File: src/rtl/apb_i2c_csr_pkg.sv
// rtl/apb_i2c_csr_pkg.sv - register map, field positions and APB FSM states for apb_i2c_csr
package apb_i2c_csr_pkg;

  localparam int REG_CTRL     = 0;
  localparam int REG_STATUS   = 1;
  localparam int REG_TXDATA   = 2;
  localparam int REG_RXDATA   = 3;
  localparam int REG_SLVADDR  = 4;
  localparam int REG_IRQ_EN   = 5;
  localparam int REG_IRQ_STAT = 6;

  localparam int CTRL_ENABLE   = 0;
  localparam int CTRL_REPEAT   = 1;
  localparam int CTRL_SOFT_RST = 2;
  localparam int CTRL_TX_FLUSH = 3;
  localparam int CTRL_RX_FLUSH = 4;

  localparam int STAT_TX_FULL   = 0;
  localparam int STAT_TX_EMPTY  = 1;
  localparam int STAT_RX_FULL   = 2;
  localparam int STAT_RX_EMPTY  = 3;
  localparam int STAT_I2C_READY = 4;

  localparam int IRQ_TX_OVF = 0;
  localparam int IRQ_RX_UNF = 1;
  localparam int IRQ_DONE   = 2;
  localparam int IRQ_NACK   = 3;
  localparam int IRQ_W      = 4;

  typedef enum logic [1:0] {IDLE, SETUP, ACCESS} apb_state_e;

endpackage

File: src/rtl/sticky_w1c_reg.sv
// rtl/sticky_w1c_reg.sv - sticky event bits with write-1-to-clear; a set in the clearing cycle wins
module sticky_w1c_reg
  import apb_i2c_csr_pkg::*;
#(
  parameter int W = IRQ_W
) (
  input  logic         clk,
  input  logic         rst_n,
  input  logic [W-1:0] set_i,
  input  logic [W-1:0] clr_i,
  output logic [W-1:0] q_o
);

  logic [W-1:0] q_q;
  logic [W-1:0] q_d;

  assign q_d = (q_q & ~clr_i) | set_i;
  assign q_o = q_q;

  always_ff @(posedge clk or negedge rst_n) begin
    if (!rst_n) q_q <= '0;
    else        q_q <= q_d;
  end

endmodule

File: src/rtl/apb_i2c_csr.sv
// rtl/apb_i2c_csr.sv - APB3 CSR block for the I2C controller: wait-state FSM, FIFO strobes, W1C IRQ
module apb_i2c_csr
  import apb_i2c_csr_pkg::*;
#(
  parameter int DATAWIDTH    = 8,
  parameter int ADDRESSWIDTH = 4,
  parameter int RD_WAIT      = 1
) (
  input  logic                    PCLK,
  input  logic                    PRESETn,
  input  logic [ADDRESSWIDTH-1:0] PADDR,
  input  logic                    PSEL,
  input  logic                    PENABLE,
  input  logic                    PWRITE,
  input  logic [DATAWIDTH-1:0]    PWDATA,
  output logic [DATAWIDTH-1:0]    PRDATA,
  output logic                    PREADY,
  output logic                    PSLVERR,
  output logic                    tx_push,
  output logic [7:0]              tx_wdata,
  input  logic                    tx_full,
  input  logic                    tx_empty,
  output logic                    rx_pop,
  input  logic [7:0]              rx_rdata,
  input  logic                    rx_full,
  input  logic                    rx_empty,
  output logic                    i2c_enable,
  output logic                    i2c_repeat_start,
  output logic                    i2c_soft_reset,
  output logic                    tx_flush,
  output logic                    rx_flush,
  output logic [6:0]              slave_addr,
  input  logic                    i2c_ready,
  input  logic                    evt_done,
  input  logic                    evt_nack,
  output logic                    irq
);

  apb_state_e state_q;
  logic [2:0] cnt_q;
  logic       first_q, rx_ok_q;

  logic       en_q, rs_q, srst_q, txf_q, rxf_q, irq_q;
  logic [6:0] slv_q;
  logic [IRQ_W-1:0] ien_q, ist, ist_set, ist_clr;
  logic [DATAWIDTH-1:0] prdata_q;

  logic a_ctrl, a_stat, a_tx, a_rx, a_sa, a_ien, a_ist, a_undef;
  logic done, wr, rd, wr_err, rd_err, wr_ok, rx_legal;
  logic [7:0] status, rdata;

  assign a_ctrl  = (PADDR == ADDRESSWIDTH'(REG_CTRL));
  assign a_stat  = (PADDR == ADDRESSWIDTH'(REG_STATUS));
  assign a_tx    = (PADDR == ADDRESSWIDTH'(REG_TXDATA));
  assign a_rx    = (PADDR == ADDRESSWIDTH'(REG_RXDATA));
  assign a_sa    = (PADDR == ADDRESSWIDTH'(REG_SLVADDR));
  assign a_ien   = (PADDR == ADDRESSWIDTH'(REG_IRQ_EN));
  assign a_ist   = (PADDR == ADDRESSWIDTH'(REG_IRQ_STAT));
  assign a_undef = !(a_ctrl | a_stat | a_tx | a_rx | a_sa | a_ien | a_ist);

  // PSEL is part of legality so a stale SETUP after a finished transfer never arms a pop
  assign rx_legal = PSEL && !PWRITE && a_rx && !rx_empty;

  assign PREADY = (state_q == ACCESS) && (cnt_q == 3'd0);
  assign done   = PREADY && PSEL && PENABLE;
  assign wr     = done && PWRITE;
  assign rd     = done && !PWRITE;

  assign wr_err  = a_undef | a_stat | a_rx | (a_tx & tx_full) | (a_sa & !i2c_ready);
  assign rd_err  = a_undef | a_tx | (a_rx & !rx_ok_q);
  assign wr_ok   = wr && !wr_err;
  assign PSLVERR = done && (PWRITE ? wr_err : rd_err);

  assign tx_push  = wr && a_tx && !tx_full;
  assign tx_wdata = tx_push ? PWDATA[7:0] : 8'h00;
  assign rx_pop   = (state_q == ACCESS) && first_q && rx_ok_q && PSEL && PENABLE;

  always_ff @(posedge PCLK or negedge PRESETn) begin
    if (!PRESETn) begin
      state_q <= IDLE;
      cnt_q   <= 3'd0;
      first_q <= 1'b0;
      rx_ok_q <= 1'b0;
    end else begin
      case (state_q)
        IDLE: if (PSEL && !PENABLE) state_q <= SETUP;
        SETUP: begin
          state_q <= ACCESS;
          first_q <= 1'b1;
          rx_ok_q <= rx_legal;
          cnt_q   <= rx_legal ? 3'(RD_WAIT) : 3'd0;
        end
        ACCESS: begin
          first_q <= 1'b0;
          if (!PSEL) begin
            state_q <= IDLE;
            cnt_q   <= 3'd0;
            rx_ok_q <= 1'b0;
          end else if (!PENABLE) begin
            // a new setup phase arrived while we were still in ACCESS: restart
            state_q <= SETUP;
            rx_ok_q <= 1'b0;
          end else if (cnt_q == 3'd0) begin
            state_q <= SETUP;
            rx_ok_q <= 1'b0;
          end else begin
            cnt_q <= cnt_q - 3'd1;
          end
        end
        default: state_q <= IDLE;
      endcase
    end
  end

  always_comb begin
    status = 8'h00;
    status[STAT_TX_FULL]   = tx_full;
    status[STAT_TX_EMPTY]  = tx_empty;
    status[STAT_RX_FULL]   = rx_full;
    status[STAT_RX_EMPTY]  = rx_empty;
    status[STAT_I2C_READY] = i2c_ready;
  end

  always_comb begin
    rdata = 8'h00;
    if (a_ctrl)      rdata = {6'b0, rs_q, en_q};
    else if (a_stat) rdata = status;
    else if (a_rx)   rdata = rx_rdata;
    else if (a_sa)   rdata = {1'b0, slv_q};
    else if (a_ien)  rdata = {4'b0, ien_q};
    else if (a_ist)  rdata = {4'b0, ist};
  end

  always_comb begin
    ist_set = '0;
    ist_set[IRQ_TX_OVF] = wr && a_tx && tx_full;
    ist_set[IRQ_RX_UNF] = rd && a_rx && !rx_ok_q;
    ist_set[IRQ_DONE]   = evt_done;
    ist_set[IRQ_NACK]   = evt_nack;
    ist_clr = (wr && a_ist) ? PWDATA[IRQ_W-1:0] : '0;
  end

  sticky_w1c_reg #(.W(IRQ_W)) u_irq_stat (
    .clk   (PCLK),
    .rst_n (PRESETn),
    .set_i (ist_set),
    .clr_i (ist_clr),
    .q_o   (ist)
  );

  always_ff @(posedge PCLK or negedge PRESETn) begin
    if (!PRESETn) begin
      en_q     <= 1'b0;
      rs_q     <= 1'b0;
      srst_q   <= 1'b0;
      txf_q    <= 1'b0;
      rxf_q    <= 1'b0;
      slv_q    <= 7'd0;
      ien_q    <= '0;
      prdata_q <= '0;
      irq_q    <= 1'b0;
    end else begin
      srst_q <= 1'b0;
      txf_q  <= 1'b0;
      rxf_q  <= 1'b0;
      irq_q  <= |(ist & ien_q);
      if (wr_ok && a_ctrl) begin
        en_q   <= PWDATA[CTRL_ENABLE];
        rs_q   <= PWDATA[CTRL_REPEAT];
        srst_q <= PWDATA[CTRL_SOFT_RST];
        txf_q  <= PWDATA[CTRL_TX_FLUSH];
        rxf_q  <= PWDATA[CTRL_RX_FLUSH];
      end
      if (wr_ok && a_sa)  slv_q <= PWDATA[6:0];
      if (wr_ok && a_ien) ien_q <= PWDATA[IRQ_W-1:0];
      if (rd) prdata_q <= rd_err ? '0 : DATAWIDTH'(rdata);
    end
  end

  assign PRDATA           = prdata_q;
  assign i2c_enable       = en_q;
  assign i2c_repeat_start = rs_q;
  assign i2c_soft_reset   = srst_q;
  assign tx_flush         = txf_q;
  assign rx_flush         = rxf_q;
  assign slave_addr       = slv_q;
  assign irq              = irq_q;

endmodule

File: config.mk
export PLATFORM = sky130hd
export DESIGN_NAME = apb_i2c_csr
export DESIGN_NICKNAME = d
export VERILOG_FILES = /design/src/rtl/apb_i2c_csr_pkg.sv /design/src/rtl/sticky_w1c_reg.sv /design/src/rtl/apb_i2c_csr.sv
export SDC_FILE = /design/constraint.sdc
export NUM_CORES = 1
export LEC_CHECK = 0
export ABC_AREA = 1
export BUFFER_PORTS_ARGS = -buffer_cell sky130_fd_sc_hd__buf_2
export CAP_MARGIN = 20
export CORE_AREA = 2 2 77 57
export DETAILED_ROUTE_END_ITERATION = 12
export DIE_AREA = 0 0 79 59
export HOLD_SLACK_MARGIN = 0.02
export PLACE_DENSITY = 0.84
export RECOVER_POWER = 25
export SYNTH_ARGS = -nofsm -noshare
export SYNTH_HDL_FRONTEND = slang
export SYNTH_SLANG_ARGS = --single-unit
File: constraint.sdc
create_clock -name PCLK -period 4.95 [get_ports PCLK]
set_clock_uncertainty 0.2 [all_clocks]
set_input_delay 0 -clock PCLK [delete_from_list [all_inputs] [get_ports PCLK]]
set_output_delay 0 -clock PCLK [all_outputs]
set_load 0.005 [all_outputs]
==> run_results.csv <==
group,metric,value,unit
power,p_per_area,310,nW/um^2
clocking,cts_tree,"done",
global_route,grt_max_degree,37,
synthesis,netlist_instances,263,
sta,period_share,50.5,%
critical_path,start_kind,"register",
sta,setup_tns,0,ns
sta,worst_pin_slew,1.90,ns
sta,max_slew_margin,-26.6,%
placed_design,dp_worst_setup_slack,3.00,ns
floorplanning,die_w,79,um
synthesis,syn-num-nets,301,
clocking,numCtsBuffers,5,
sta,min_period,2.50,ns
clocking,clock_latency,0.30,ns
sta,hold_viol_final,0,
final_layout,final_nets,404,
synthesis,seq_area_frac_synth,43.1,%
critical_path,crit_fanout,5,
global_route,busiest_layer,"met2",
final_layout,final_cell_count_no_fill,419,
final_layout,drive_above_1_share,25.6,%
power,power_leakage,1.49,nW
placed_design,portBuffers,64,
routing,drc,0,
sta,fmax,400,MHz
global_route,grt_pass1_wl,9760,um
power,worst_ir_drop_vdd,231,uV
floorplanning,start_util,54.3,%
critical_path,critPathCaptureType,"register",
min_path,hp-class,"input pin to register",
placed_design,dp_cells,376,
synthesis,yosys.cell_types.count,29,
global_route,grt-ovfl-total,0,
clocking,clockBufferDepth,2,
run,cap_violations,1,
routing,drt_iter0_markers,168,
run_status,violations,"capacitance limit, slew limit",
critical_path,crit_type,"register to register",
sta,slew_violations,37,
critical_path,critical_path_required,4.94,ns
clocking,path_clk_slew,0.08,ns
synthesis,syn_area_per_cell,7.95,sq um
floorplanning,core,3850,sq um
floorplanning,die_height,59,um
floorplanning,ios,65,
clocking,htree_num_levels,2,
floorplanning,fp-row-count,19,
global_route,use_met2,43.5,%
clocking,post-cts-setup-buffers,0,
clocking,cts_sinks,36,
final_layout,utilization,75.0,%
routing,drt-total-wl,5800,um
global_route,gr-usage-met1,37.6,%
routing,vias_per_cell,5.19,
run_status,status,"complete, but fails checks",
final_layout,area_growth,38.2,%
critical_path,arrival,2.49,ns
routing,vias,2174,
global_route,met3_usage,7.32,%
routing,first_pass_iters,5,
sta,setup_viol,0,
final_layout,fill_cells,316,
final_layout,antenna_cells,0,
global_route,grt_usage,27.6,%
sta,fin_ws,2.45,ns
routing,wl_per_cell,13.8,um
placed_design,hpwl,4060,um
synthesis,synth_area,2090,sq um
routing,antenna_left,0,
global_route,antenna_found_initial,0,
global_route,grt_pass1_vias,2125,
clocking,cts_root_buf,"clkbuf_8",
sta,rsz0062_at_grt,"no",
placed_design,gp_congestion,0.934,
synthesis,ys_seq_elements,36,
synthesis,yosysWarnings,0,
floorplanning,dieArea,4660,sq um
[final cells by class]
cell class | count | area [sq um] | area share [%]
flip-flops and latches | 36 | 901 | 31.2
inverters | 36 | 135 | 4.68
repair buffers | 99 | 653 | 22.6
multi-input cells | 188 | 1030 | 35.6
clock inverters | 2 | 35.0 | 1.21
clock buffers | 6 | 72.6 | 2.51
well taps | 52 | 65.1 | 2.25
[what timing repair did]
action                    4_1_cts  5_1_grt
hold endpoints to repair       70        0
resized for setup               0        0
hold buffers                   35        0
[through the flow]
step                      power, mW  hold slack (ns)  cell area [sq um]
after floorplan               0.536           -0.496               2090
after global placement        0.607          -0.0723               2450
after detailed placement      0.616          -0.0731               2450
after CTS                     0.890           0.0431               2910
after global routing          0.952           0.0856               2890
final                         0.896           0.0590               2890
[layer usage]
metal | wire length [um] | up-vias | part of all wire (%)
li1 | - | 1048 | -
met1 | 2660 | 984 | 46
met2 | 2490 | 131 | 43
met3 | 584 | 11 | 10
met4 | 70 | 0 | 1.2
met5 | 0 | - | 0
[path summary, 6_finish.rpt]
kind	start	cells past startpoint	endpoint	slack [ns]
max in group asynchronous	PRESETn	2	PRDATA[1]	2.89
setup / recovery	state_q[0]	10	u_irq_stat.q_o[0]	2.45
hold reg to reg	PRDATA[0]	2	PRDATA[0]	0.28
min in group asynchronous	PRESETn	2	u_irq_stat.q_o[2]	0.57
setup reg to reg	state_q[0]	10	u_irq_stat.q_o[0]	2.45
hold / removal	PADDR[0]	5	PRDATA[3]	0.06
[cells by family after synthesis]
group | count (synthesis) | synth area share, %
AO/OA/AOI/OAI | 39 | 11.7
AND/OR/NAND/NOR | 142 | 33.5
XOR/XNOR | 1 | 0.419
flip-flops | 36 | 43.1
buffers and inverters | 39 | 7.72
adder cells (fa/ha/maj) | 6 | 3.59
[worst max-delay path, cell delays in order (launching register included)]
cell,delay (ns)
dfrtp_1,0.41
inv_1,0.09
ha_1,0.25
nand2_2,0.13
nor2_4,0.13
nand2_4,0.09
nor2_8,0.15
nand2_1,0.12
o21ai_0,0.15
o21ai_0,0.10
dlygate4sd3_1,0.56
[power breakdown]
group | internal [mW] | switching, mW
Sequential | 0.333 | 0.0258
Combinational | 0.105 | 0.173
Clock | 0.149 | 0.110
[cells in the mapped netlist (all sizes together)]
master	instances	area (sq um)
inv	35	131
nor3	2	20.0
o21ai	25	155
o211ai	4	30.0
buf	3	26.3
and3	1	6.26
a31oi	1	6.26
nor2	31	175
dfrtp	36	901
clkinv	1	3.75
nand4	6	37.5
or2	1	6.26
o31ai	2	15.0
ha	6	75.1
o32ai	1	8.76
nand3	18	118
a21oi	6	30.0
nand2	83	337
xor2	1	8.76
[state kept, by name (all words and copies together) (netlist names)]
register / cells
PRDATA: 8
cnt_q: 3
first_q: 1
i2c_enable: 1
i2c_repeat_start: 1
i2c_soft_reset: 1
ien_q: 4
irq: 1
rx_flush: 1
rx_ok_q: 1
slave_addr: 7
state_q: 2
tx_flush: 1
u_irq_stat.q_o: 4
[placed cells by master (no fill, tap or decap), types with 2 or more instances in the layout]
master,netlist,final
nand2_1,75,75
buf_2,0,50
dfrtp_1,36,36
dlygate4sd3_1,0,35
inv_1,29,29
nor2_1,23,23
o21ai_0,17,17
clkbuf_1,0,15
nand3_1,14,14
o21ai_2,8,8
nand2_2,7,7
inv_2,6,6
a21oi_1,6,6
nand4_1,6,6
ha_1,6,6
nor2_4,5,5
clkbuf_8,0,5
o211ai_1,4,4
nand3_2,3,3
nor2_2,2,2
nor3_2,2,2
o31ai_1,2,2
(Power assumes the default switching activity.)
